### src/rtl/i8088_bus_pkg.sv
// Shared types and constants for the 8088 minimum-mode bus cycle controller.
package i8088_bus_pkg;

  // One state per bus clock of an 8088 bus cycle, plus idle and hold.
  typedef enum logic [2:0] {TI, T1, T2, T3, TW, T4, TH} bus_state_t;

  // Request captured at acceptance and held for the whole bus cycle.
  typedef struct packed {
    logic [19:0] addr;
    logic [7:0]  wdata;
    logic        write;
    logic        io;
  } bus_req_t;

  // Inactive level of the active-low strobes RD, WR and DEN.
  localparam logic STROBE_IDLE = 1'b1;

  // Read data returned when a cycle is aborted by the wait-state timeout.
  localparam logic [7:0] ABORT_RDATA = 8'hFF;

  // Wait counter width when no timeout is built in (covers MIN_WAIT up to 15).
  localparam int WC_W_DEFAULT = 4;

endpackage

### src/rtl/i8088_wait_counter.sv
// Wait-state counter: cleared in T2, bumped on every entry into TW, saturating.
// Reports whether the forced minimum wait is satisfied and whether the
// timeout limit has been reached (the latter only when TIMEOUT_EN is set).
module i8088_wait_counter #(
  parameter int WIDTH      = 4,
  parameter int MIN_WAIT   = 0,
  parameter int LIMIT      = 16,
  parameter bit TIMEOUT_EN = 1'b0
) (
  input  logic CLK,
  input  logic RESET,
  input  logic clear,
  input  logic inc,
  output logic min_met,
  output logic timeout
);

  logic [WIDTH-1:0] wc;

  // Count TW states of the current cycle; saturate so a long wait cannot wrap.
  always_ff @(posedge CLK or posedge RESET) begin
    if (RESET) begin
      wc <= '0;
    end else if (clear) begin
      wc <= '0;
    end else if (inc && (wc != '1)) begin
      wc <= wc + 1'b1;
    end
  end

  assign min_met = int'(wc) >= MIN_WAIT;
  assign timeout = TIMEOUT_EN && (int'(wc) >= LIMIT);

endmodule

### src/rtl/i8088_bus_cycle_ctrl.sv
// 8088 minimum-mode bus cycle sequencer: turns valid/ready requests into
// T1/T2/T3/Tw/T4 pin sequences and handles HOLD/HLDA hand-off.
// Optional feature macro: BUS_TIMEOUT_EN (abort a cycle after TIMEOUT_CYCLES Tw).
module i8088_bus_cycle_ctrl
  import i8088_bus_pkg::*;
#(
  parameter int MIN_WAIT       = 0,
  parameter int TIMEOUT_CYCLES = 16
) (
  input  logic        CLK,
  input  logic        RESET,
  input  logic        req_valid,
  output logic        req_ready,
  input  logic        req_write,
  input  logic        req_io,
  input  logic [19:0] req_addr,
  input  logic [7:0]  req_wdata,
  output logic        rsp_valid,
  output logic [7:0]  rsp_rdata,
  output logic        rsp_err,
  input  logic        READY,
  input  logic        HOLD,
  output logic        HLDA,
  output logic [7:0]  AD_out,
  output logic        AD_oe,
  input  logic [7:0]  AD_in,
  output logic [11:0] A,
  output logic        IOM,
  output logic        WR,
  output logic        RD,
  output logic        ALE,
  output logic        DTR,
  output logic        DEN,
  output logic        bus_float
);

`ifdef BUS_TIMEOUT_EN
  localparam int WC_W  = $clog2(TIMEOUT_CYCLES + 1);
  localparam bit TO_EN = 1'b1;
`else
  localparam int WC_W  = WC_W_DEFAULT;
  localparam bit TO_EN = 1'b0;
`endif

  bus_state_t state, state_nx;
  bus_req_t   req_q;
  logic       accept, waiting, finishing, abort;
  logic       min_met, timeout;

  assign req_ready = !RESET && !HOLD && ((state == TI) || (state == T4));
  assign accept    = req_valid && req_ready;
  assign waiting   = (state == T3) || (state == TW);
  assign finishing = waiting && (state_nx == T4);

  i8088_wait_counter #(
    .WIDTH     (WC_W),
    .MIN_WAIT  (MIN_WAIT),
    .LIMIT     (TIMEOUT_CYCLES),
    .TIMEOUT_EN(TO_EN)
  ) u_wait (
    .CLK    (CLK),
    .RESET  (RESET),
    .clear  (state == T2),
    .inc    (waiting && (state_nx == TW)),
    .min_met(min_met),
    .timeout(timeout)
  );

  // State register; reset forces idle immediately, even mid-cycle.
  always_ff @(posedge CLK or posedge RESET) begin
    if (RESET) state <= TI;
    else       state <= state_nx;
  end

  // Next state: HOLD beats a new request at TI/T4; READY only matters in T3/TW.
  always_comb begin
    state_nx = state;
    abort    = 1'b0;
    case (state)
      TI, T4: begin
        if (HOLD)           state_nx = TH;
        else if (req_valid) state_nx = T1;
        else                state_nx = TI;
      end
      T1: state_nx = T2;
      T2: state_nx = T3;
      T3, TW: begin
        if (READY && min_met) begin
          state_nx = T4;
        end else if ((state == TW) && timeout) begin
          state_nx = T4;
          abort    = 1'b1;
        end else begin
          state_nx = TW;
        end
      end
      TH: state_nx = HOLD ? TH : TI;
      default: state_nx = TI;
    endcase
  end

  // Latch the request on acceptance; it drives A/IOM/DTR until the next one.
  always_ff @(posedge CLK or posedge RESET) begin
    if (RESET) begin
      req_q <= '0;
    end else if (accept) begin
      req_q.addr  <= req_addr;
      req_q.wdata <= req_wdata;
      req_q.write <= req_write;
      req_q.io    <= req_io;
    end
  end

  // Capture read data from the pins as the cycle leaves T3/TW.
  always_ff @(posedge CLK or posedge RESET) begin
    if (RESET) begin
      rsp_rdata <= '0;
    end else if (finishing) begin
      if (abort)             rsp_rdata <= ABORT_RDATA;
      else if (!req_q.write) rsp_rdata <= AD_in;
    end
  end

`ifdef BUS_TIMEOUT_EN
  logic err_q;

  // Remember whether the cycle now in T4 was cut short by the timeout.
  always_ff @(posedge CLK or posedge RESET) begin
    if (RESET)          err_q <= 1'b0;
    else if (finishing) err_q <= abort;
  end

  assign rsp_err = (state == T4) && err_q;
`else
  assign rsp_err = 1'b0;
`endif

  // Pin decode from the current state and the latched request.
  always_comb begin
    ALE    = 1'b0;
    RD     = STROBE_IDLE;
    WR     = STROBE_IDLE;
    DEN    = STROBE_IDLE;
    AD_oe  = 1'b0;
    AD_out = '0;
    case (state)
      T1: begin
        ALE    = 1'b1;
        AD_oe  = 1'b1;
        AD_out = req_q.addr[7:0];
      end
      T2, T3, TW: begin
        DEN = 1'b0;
        if (req_q.write) begin
          WR     = 1'b0;
          AD_oe  = 1'b1;
          AD_out = req_q.wdata;
        end else begin
          RD = 1'b0;
        end
      end
      T4: begin
        if (req_q.write) begin
          AD_oe  = 1'b1;
          AD_out = req_q.wdata;
        end
      end
      default: ;
    endcase
  end

  assign A         = req_q.addr[19:8];
  assign IOM       = req_q.io;
  assign DTR       = req_q.write;
  assign HLDA      = (state == TH);
  assign bus_float = (state == TH);
  assign rsp_valid = (state == T4);

endmodule

### config.mk
export PLATFORM = sky130hd
export DESIGN_NAME = i8088_bus_cycle_ctrl
export DESIGN_NICKNAME = d
export VERILOG_FILES = /design/src/rtl/i8088_bus_pkg.sv /design/src/rtl/i8088_wait_counter.sv /design/src/rtl/i8088_bus_cycle_ctrl.sv
export SDC_FILE = /design/constraint.sdc
export NUM_CORES = 1
export LEC_CHECK = 0
export ABC_AREA = 1
export CORE_UTILIZATION = 49
export DETAILED_ROUTE_END_ITERATION = 7
export PLACE_DENSITY_LB_ADDON = 0.15
export SETUP_SLACK_MARGIN = 0.05
export SYNTH_ARGS = -nofsm -noshare
export SYNTH_HDL_FRONTEND = slang
export SYNTH_HIERARCHICAL = 1
export SYNTH_SLANG_ARGS = --single-unit
### constraint.sdc
create_clock -name CLK -period 2.2 [get_ports CLK]
set_clock_uncertainty 0.1 [all_clocks]
set_input_delay 0.44 -clock CLK [delete_from_list [all_inputs] [get_ports CLK]]
set_output_delay 0.44 -clock CLK [all_outputs]
set_load 0.03 [all_outputs]
==> results.txt <==
Outcome: complete, but fails checks
Violated checks: design-rule violations
CP Depth: 4
Crit-path leading delay family: flip-flops
Final critical-path required period: 2090 ps
# IOs: 83
Port Buffers: 81
CP max stage delay: 420 ps
Clock Power Share: 0.111
R2r startpoint: state[0]
Fmax: 478 MHz
Startpoint types: flop
Worst setup EP type: primary output
CP max-delay cell: dfrtp_1
Avg Inst Size Synth: 8.76 um2
# DRC: 8
Die Ht: 70.8 um
P_leak: 0.00157 uW
Initial antenna violation count: 0
Mapped cell area: 2320 um2
# setup viols final: 0
Total CTS buffers: 5
Maximum number of buffers from clock root to sink: 2
P_int: 2300 uW
Max_cap viols: 0
Critical Path Sink: AD_out[4]
Via count: 1810
Tot Pwr: 4240 uW
Clk_lat worst skew: 290 ps
Kind of critical path: flop to primary output
GR Util All Layers: 0.197
Synth warn: 6
Largest net degree at the start of global routing: 51
Initial DRC Count: 70
Critical Path AT: 1550 ps
RSZ-0062 raised after global routing: yes
Num Clock Sinks: 41
Comb power frac: 0.573
H-tree depth: 2
Antenna Nets Post-Route: 0
Vias in the first global route: 1808
Slew Viols, Final: 0
Setup TNS: 0 ps
Core Region: 4440 um2
Net Count, Synth: 309
GR Overflow Total: 0
Crit path required time: 1660 ps
TritonCTS clock tree: done
Reg2reg setup slack: 620 ps
Hold_buf cts: 0
Worst reg2reg endpoint: A[7]
Reg2Reg Depth: 8
Global-route wire length before repair: 7800 um
Layout net count: 381
Hold Fails Final Rpt: 0
Initial Util: 0.522
Net Sw Frac: 0.459
Routability cong.: 0.797
DPL Wire Length: 3390 um
Clk pin slew, worst setup/hold paths: 80 ps
Clock Tree Root: clkbuf_8
# fillers: 378
Die Area: 5020 um2
Vias per std cell: 4.64
P per Cell Area: 1360 nW/um2
Std-Cell Rows: 24
Synthesized netlist cell count: 265
Hold crit path type: input port to asynchronous set/reset pin
Ordered list of cells on the worst path: inv_4, ha_2, o21ai_0, buf_4
Net Sw Power: 1950 uW
WP buf/inv: 2
Worst VDD drop: 0.640 mV
Crit-path max FO: 9
Critical path launch point: state[2]
Area grow syn2layout: 34.7%
Flop pwr share: 0.316
TritonRoute pass-1 iters: 6
Die W: 70.8 um
Drt wl/cell: 11.7 um
Ratio of cells with drive above 1 in the final layout: 0.302
Diodes inserted: 0
Fin crit share: 0.951
Setup Buffers After CTS: 0
Routed WL: 4560 um
repair_timing:
item	CTS	global route
gates cloned	0	1
setup endpoints to repair	13	9
gates resized for setup	5	5
pin swaps	0	1
worst min-delay path by stage:
stage                             from      endpoint  cells after the start
after CTS                        RESET     req_q[11]                      2
after global placement    rsp_rdata[6]  rsp_rdata[6]                      2
after global routing             RESET     req_q[16]                      2
after detailed placement  rsp_rdata[0]  rsp_rdata[0]                      2
after floorplan              req_q[10]     req_q[10]                      2
final                            RESET     req_q[16]                      2
layout make-up:
| class | instances | area, um2 | area share |
|---|---|---|---|
| clock buffers | 6 | 72.6 | 0.0232 |
| clock inverters | 2 | 10.0 | 0.00320 |
| inverters | 48 | 184 | 0.0588 |
| multi-input cells | 153 | 930 | 0.297 |
| flip-flops and latches | 41 | 1030 | 0.328 |
| well taps | 52 | 65.1 | 0.0208 |
| repair buffers | 88 | 838 | 0.268 |
layout by cell type, fill, tap and decap left out, drive strengths merged, types with 4 or more instances in the layout:
| master | n |
|---|---|
| inv | 46 |
| nor2 | 7 |
| buf | 20 |
| nand3 | 14 |
| clkbuf | 6 |
| dfrtp | 41 |
| clkinv | 4 |
| clkdlybuf4s50 | 64 |
| o21ai | 40 |
| dlygate4sd2 | 4 |
| nand2 | 83 |
sequential cells by signal, indices dropped and copies added (netlist names):
name,flops
state,3
req_q,16
A,12
rsp_rdata,8
DTR,1
IOM,1
power by group through the flow:
stage          Clock (uW)  Sequential (uW)  Combinational [uW]
6_report              471             1340                2430
5_1_grt               518             1380                2620
4_1_cts               489             1340                2410
3_5_place_dp            0             1350                2420
3_3_place_gp            0             1340                2390
2_1_floorplan           0             1460                1600
metrics by stage:
step	setup slack, ps	cell area [um2]	hold slack [ps]	instances	util
2_1_floorplan	61.6	2320	361	265	-
5_1_grt	31.9	3130	371	390	0.703
3_5_place_dp	186	3030	358	381	0.682
4_1_cts	50.4	3110	343	389	0.700
6_report	108	3130	339	390	0.703
3_3_place_gp	221	3030	355	381	0.682
per-layer routing:
metal | track usage | share of wire
met2 | 0.351 | 0.50
met5 | 0 | 0
met3 | 0.0641 | 0.072
met4 | 0.0667 | 0.014
met1 | 0.221 | 0.42
No activity file was read; power rests on OpenSTA's default activity.
